$ cat src/rtl/palette_rgb_decoder.sv
// Palette-based colour-index to RGB decoder for the VGA text path.
// Registered single-cycle pixel path with blank forcing, frame-counted blink
// and a run-time writable palette with write-first bypass.
// Optional macro PALETTE_RDBACK_EN adds a palette readback port.
module palette_rgb_decoder #(
  parameter int unsigned         IDX_W        = 3,
  parameter int unsigned         CH_W         = 8,
  parameter logic [3*CH_W-1:0]   DEFAULT_FG   = 24'h111111,
  parameter int unsigned         BLINK_FRAMES = 30
) (
  input  logic                 clk,
  input  logic                 rst_n,
  input  logic                 pix_valid_i,
  input  logic [IDX_W-1:0]     pix_idx_i,
  input  logic                 pix_blink_i,
  input  logic                 blank_i,
  input  logic                 frame_start_i,
  input  logic                 wr_en_i,
  input  logic [IDX_W-1:0]     wr_addr_i,
  input  logic [3*CH_W-1:0]    wr_data_i,
  output logic [3*CH_W-1:0]    rgb_o,
  output logic                 rgb_valid_o,
`ifdef PALETTE_RDBACK_EN
  input  logic [IDX_W-1:0]     rd_addr_i,
  output logic [3*CH_W-1:0]    rd_data_o,
`endif
  output logic                 blink_phase_o
);

  localparam int unsigned RGB_W = 3 * CH_W;
  localparam int unsigned DEPTH = 1 << IDX_W;
  localparam int unsigned CNT_W = (BLINK_FRAMES > 1) ? $clog2(BLINK_FRAMES) : 1;
  localparam logic [CNT_W-1:0] CNT_LAST = CNT_W'(BLINK_FRAMES - 1);

  logic [RGB_W-1:0] r_pal [DEPTH];
  logic [CNT_W-1:0] r_blink_cnt;
  logic             r_blink_phase;
  logic [RGB_W-1:0] r_rgb;
  logic             r_rgb_valid;

  logic [IDX_W-1:0] w_pix_addr;
  logic [RGB_W-1:0] w_pix_data;

  assign rgb_o         = r_rgb;
  assign rgb_valid_o   = r_rgb_valid;
  assign blink_phase_o = r_blink_phase;

  // Palette storage: reset to black with the top entry as default foreground.
  always_ff @(posedge clk) begin
    if (!rst_n) begin
      for (int unsigned i = 0; i < DEPTH; i++) begin
        r_pal[i] <= (i == DEPTH - 1) ? DEFAULT_FG : '0;
      end
    end else if (wr_en_i) begin
      r_pal[wr_addr_i] <= wr_data_i;
    end
  end

  // Pixel lookup: hidden blink pixels read the background entry; same-cycle write wins.
  always_comb begin
    w_pix_addr = pix_idx_i;
    if (pix_blink_i && !r_blink_phase) begin
      w_pix_addr = '0;
    end
    w_pix_data = r_pal[w_pix_addr];
    if (wr_en_i && (wr_addr_i == w_pix_addr)) begin
      w_pix_data = wr_data_i;
    end
  end

  // Blink counter: phase flips after BLINK_FRAMES frame pulses.
  always_ff @(posedge clk) begin
    if (!rst_n) begin
      r_blink_cnt   <= '0;
      r_blink_phase <= 1'b1;
    end else if (frame_start_i) begin
      if (r_blink_cnt == CNT_LAST) begin
        r_blink_cnt   <= '0;
        r_blink_phase <= ~r_blink_phase;
      end else begin
        r_blink_cnt <= r_blink_cnt + CNT_W'(1);
      end
    end
  end

  // Output register: invalid and blanked pixels are forced black.
  always_ff @(posedge clk) begin
    if (!rst_n) begin
      r_rgb       <= '0;
      r_rgb_valid <= 1'b0;
    end else if (!pix_valid_i) begin
      r_rgb       <= '0;
      r_rgb_valid <= 1'b0;
    end else if (blank_i) begin
      r_rgb       <= '0;
      r_rgb_valid <= 1'b1;
    end else begin
      r_rgb       <= w_pix_data;
      r_rgb_valid <= 1'b1;
    end
  end

`ifdef PALETTE_RDBACK_EN
  logic [RGB_W-1:0] r_rd_data;
  assign rd_data_o = r_rd_data;

  // Readback port: independent of the pixel path, same write-first bypass.
  always_ff @(posedge clk) begin
    if (!rst_n) begin
      r_rd_data <= '0;
    end else if (wr_en_i && (wr_addr_i == rd_addr_i)) begin
      r_rd_data <= wr_data_i;
    end else begin
      r_rd_data <= r_pal[rd_addr_i];
    end
  end
`else
  // Readback port not built.
`endif

endmodule

$ cat config.mk
export PLATFORM = sky130hd
export DESIGN_NAME = palette_rgb_decoder
export DESIGN_NICKNAME = d
export VERILOG_FILES = /design/src/rtl/palette_rgb_decoder.sv
export SDC_FILE = /design/constraint.sdc
export NUM_CORES = 1
export LEC_CHECK = 0
export CAP_MARGIN = 20
export CORE_MARGIN = 2
export CORE_UTILIZATION = 54
export CTS_CLUSTER_SIZE = 10
export DETAILED_ROUTE_END_ITERATION = 7
export PLACE_DENSITY_LB_ADDON = 0.08
export SYNTH_ARGS = -nofsm -noshare
export SYNTH_HDL_FRONTEND = slang
export SYNTH_SLANG_ARGS = --single-unit
$ cat constraint.sdc
create_clock -name clk -period 3 [get_ports clk]
set_clock_uncertainty 0.05 [all_clocks]
set_input_delay 0.45 -clock clk [delete_from_list [all_inputs] [get_ports clk]]
set_output_delay 0.45 -clock clk [all_outputs]
set_load 0.01 [all_outputs]
=== Word level (Yosys, flattened, before mapping) ===
Memories as Yosys holds them, arrays and structs flattened. A register that Yosys moved wholly into a read port is not among the register bits.
Cells that the tools add are included.

* Memories kept: 1
* Input port bits: 37
* Output and inout bits: 26
* Memory bits (writable): 192
* Bits in registers: 7

* $add $sub $neg: 1
* Reductions and logical operators: 5
* Eq/ne operators: 1
* Bitwise gates (word level): 3
* Muxes and demuxes: 10

{| class="wikitable"
|+ Memories
! memory !! depth !! width !! read ports !! clocked after Yosys merged registers in !! write ports !! RTL line !! source
|-
| r_pal || 8 || 24 || 1 || 1 || 8 || 35 || <nowiki>logic [RGB_W-1:0] r_pal [DEPTH];</nowiki>
|}

{| class="wikitable"
|+ Operators with widths
! kind !! number
|-
| 24-bit 2-to-1 mux || 1
|-
| 24-bit OR reduction || 1
|-
| 1-bit 2-to-1 mux || 6
|-
| 3-bit 2-to-1 mux || 2
|-
| 5-bit by 1-bit adder with 5-bit output (second input constant) || 1
|-
| 5-bit == test (second input constant) || 1
|-
| 5-bit 2-to-1 mux || 1
|-
| 1-bit inverter || 3
|-
| 3-bit OR reduction || 1
|-
| 2-bit AND reduction || 1
|-
| 1-bit logical AND || 1
|-
| 1-bit logical NOT || 1
|}

=== Depth between registers and ports, before layout ===
* Depth in word-level cells: 5
* Depth in mapped cells: 8
* Mapped depth without buffers: 6

=== Least setup slack after synthesis ===
No wires, ideal clock.

* Path kind: in2reg
* From: in rst_n
* To: mem r_pal[4][0] (netlist bit), enable pin
* Stages on the path: 4
* Setup slack: -0.109 ns
* Path buffers: 1
* Data arrival time: 2.621 ns
* Library setup time: 0.438 ns
* Cells stage by stage: nand2_1 or2_1 clkbuf_1 o21ai_0

{| class="wikitable"
|+ RTL lines
! element !! RTL line !! source
|-
| start: declaration || 12 || <nowiki>input logic rst_n,</nowiki>
|-
| end: declaration || 35 ||
|}

==> results.toml <==
[status]
outcome = "complete, no violations"

[setup_path]
r2r_end = "rgb_o[20]"
crit_end = "r_pal[3][13]"
critPathCaptureType = "register"
start_kind = "primary input"
crit_fanout = 15
critPathKind = "in2reg"
timing.rr.start = "blink_phase_o"
startpoint = "rst_n"
r2r_setup_slack_ns = 0.93
rr_worst_depth = 6
crit_required_ns = 3.32
cp.arrival_ns = 2.46

[placement]
place_ws_ns = 0.335
dp_hpwl_mm = 15.1
place_congestion = 0.808
io_buffers = 62

[cts]
clock_sinks = 223
clk_pin_slew_ns = 0.05
ctsHoldBuffers = 0
clock_path_buffers = 3
postCtsSetupBuffers = 0
cts_tree = "done"
htreeDepth = 1
clkLatencyLatePin_ns = 0.51
root_buffer = "clkbuf_16"
cts_buffers = 26
cts_resized = 0

[route]
wl_per_cell_um = 21.5
postRouteWirelength_mm = 24.5
route.detailed.drc = 0
drtIter0Drc = 652
drt_pass1_iterations = 5
postRouteAntennaNets = 0
via_per_inst = 5.91
via_count = 6736

[synth]
ys_async_sr_fraction = 0
synth-seq-area-share = 0.626
synth_fp_nets = 855
yosysTopAreaCell = "edfxtp_1"
yosys.area_share.simple = 0.167
synth_top_family_by_area = "simple AND/OR/NAND/NOR gates"
ys_ff_latch = 223
synth.most_common_cell = "edfxtp_1"
ys.flop_type = "edfxtp_1"
synth.distinct_cells = 47
synth_compound_gate_area_share = 0.0939
synthMuxAreaShare = 0.0710
syn_area_per_cell_um2 = 12.5
synth_top_area_frac = 0.565
synthCells = 816
syn_area_um2 = 10200
synthTopCellsByArea = "edfxtp_1, and2_1, mux2i_1, dfxtp_1, nor2_1"
synth-adder-area-share = 0.00245
synth_edf_count = 192
synth_common_cells = "edfxtp_1, and2_1, mux2i_1"
synth_warnings = 0
synth-xor-area-share = 0.00515

[cells_and_area]
seq_area_um2 = 6390
num_antenna_cells = 0
area_growth_pct = 16.9
layout.nets = 925
fill_cells = 1403
multi_input_comb_area_um2 = 3490
drive_gt1_frac = 0.0939
fin_util = 0.640

[power]
power_uw = 7040
p_leak_uw = 0.00455
power.density_nw_per_um2 = 590
seqPwrFrac = 0.512
p_sw_frac = 0.224
p_sw_uw = 1580
ir_drop_uv = 452
clockPowerShare = 0.401
intPower_uw = 5460
comb_power_share = 0.086

[floorplan]
row_count = 50
chipHeight_um = 141
dieWidth_um = 141
start_util = 0.548
num_io_pins = 63
dieArea_um2 = 20000
core_um2 = 18600

[timing]
setup_ws_ns = 0.866
finalHoldViolations = 0
setup_violations = 0
relSlewSlack = 0.494
post-route-min-period_ns = 2.13
grt_setup_unrepaired = "false"
fmax_ghz = 0.469
maxSlewViolCount = 0
min_period_over_period = 0.711
tightest_slew_ns = 0.756

[grt]
grt_max_degree = 54
antenna_found_initial = 0
grt_pass1_vias = 6714
grt_pass1_wl_mm = 38.2
grtUsageTotal = 0.250
grt_overflow_total = 0

[flow_run]
maxCapViolations = 0

[min_path]
hold_class = "reg2reg"
[through the flow]
stage,hold slack (ns),cell area (um^2),cells,setup TNS [ns]
after floorplan,0.421,10200,816,-4.82
after global placement,0.437,11200,1092,0
after detailed placement,0.462,11200,1092,0
after CTS,0.468,11900,1139,0
after global routing,0.497,11900,1139,0
final,0.472,11900,1139,0
[how the worst min path moves through the flow]
stage              startpoint              to  slack (ns)  cells after the start
2_1_floorplan  r_blink_cnt[4]  r_blink_cnt[4]        0.42                      2
3_3_place_gp   r_blink_cnt[4]  r_blink_cnt[4]        0.44                      2
6_report       r_blink_cnt[1]  r_blink_cnt[1]        0.47                      2
3_5_place_dp   r_blink_cnt[1]  r_blink_cnt[1]        0.46                      2
4_1_cts        r_blink_cnt[1]  r_blink_cnt[1]        0.47                      2
5_1_grt        r_blink_cnt[1]  r_blink_cnt[1]        0.50                      2
[per-layer routing]
metal / GRT usage / wire length, um / part of all wire
met4: 0.0684 / 498 / 0.020
met1: 0.369 / 11100 / 0.45
met5: 0 / 0 / 0
met3: 0.0354 / 1510 / 0.061
met2: 0.391 / 11400 / 0.46
[power by group through the flow]
stage | clock network [uW] | logic, uW | registers [uW]
after floorplan | 0 | 340 | 3660
after global placement | 0 | 591 | 3670
after detailed placement | 0 | 604 | 3670
after CTS | 2850 | 605 | 3610
after global routing | 2990 | 658 | 3630
final | 2830 | 608 | 3610
[sequential cells by signal, summed over array words and instances (netlist names)]
register / count
r_pal: 192
rgb_o: 24
r_blink_cnt: 5
blink_phase_o: 1
rgb_valid_o: 1
[area by class of cell]
cell class              instances  area share
inverters                      24     0.00755
well taps                     234      0.0245
flip-flops and latches        223       0.535
clock buffers                  46      0.0626
repair buffers                 99      0.0768
clock inverters                 1    0.000420
multi-input cells             512       0.293
[placed cells by master (no fill, tap or decap), drive strengths merged]
cell type | synthesis | layout
edfxtp | 192 | 192
and2 | 188 | 188
mux2i | 69 | 69
clkdlybuf4s50 | 0 | 60
nor2 | 60 | 60
clkbuf | 34 | 46
buf | 23 | 39
dfxtp | 31 | 31
nand2 | 30 | 30
inv | 24 | 24
a31oi | 24 | 24
o22ai | 23 | 23
a22o | 23 | 23
o22a | 22 | 22
a22oi | 22 | 22
o21ai | 6 | 6
or3 | 6 | 6
nand2b | 6 | 6
xor2 | 5 | 5
a21oi | 3 | 3
nand3 | 2 | 2
nor3 | 2 | 2
nand4 | 2 | 2
a211oi | 2 | 2
nor3b | 2 | 2
ha | 2 | 2
nor2b | 2 | 2
or2 | 1 | 1
and3 | 1 | 1
nor4 | 1 | 1
mux4 | 1 | 1
o31ai | 1 | 1
a2bb2oi | 1 | 1
and4b | 1 | 1
a32o | 1 | 1
xnor2 | 1 | 1
mux2 | 1 | 1
o32ai | 1 | 1
clkinv | 0 | 1
[cell families after synthesis]
group | Yosys count
multiplexers | 71
flip-flops | 223
buffers and inverters | 81
XOR/XNOR | 6
AND/OR/NAND/NOR | 304
adder cells (fa/ha/maj) | 2
AO/OA/AOI/OAI | 129
[critical path, stage by stage]
cell	delay [ns]
clkdlybuf4s50_1	0.56
nand3_1	0.26
nor2_1	0.67
buf_4	0.35
and2_1	0.16
Power figures use the tool's default switching activity.
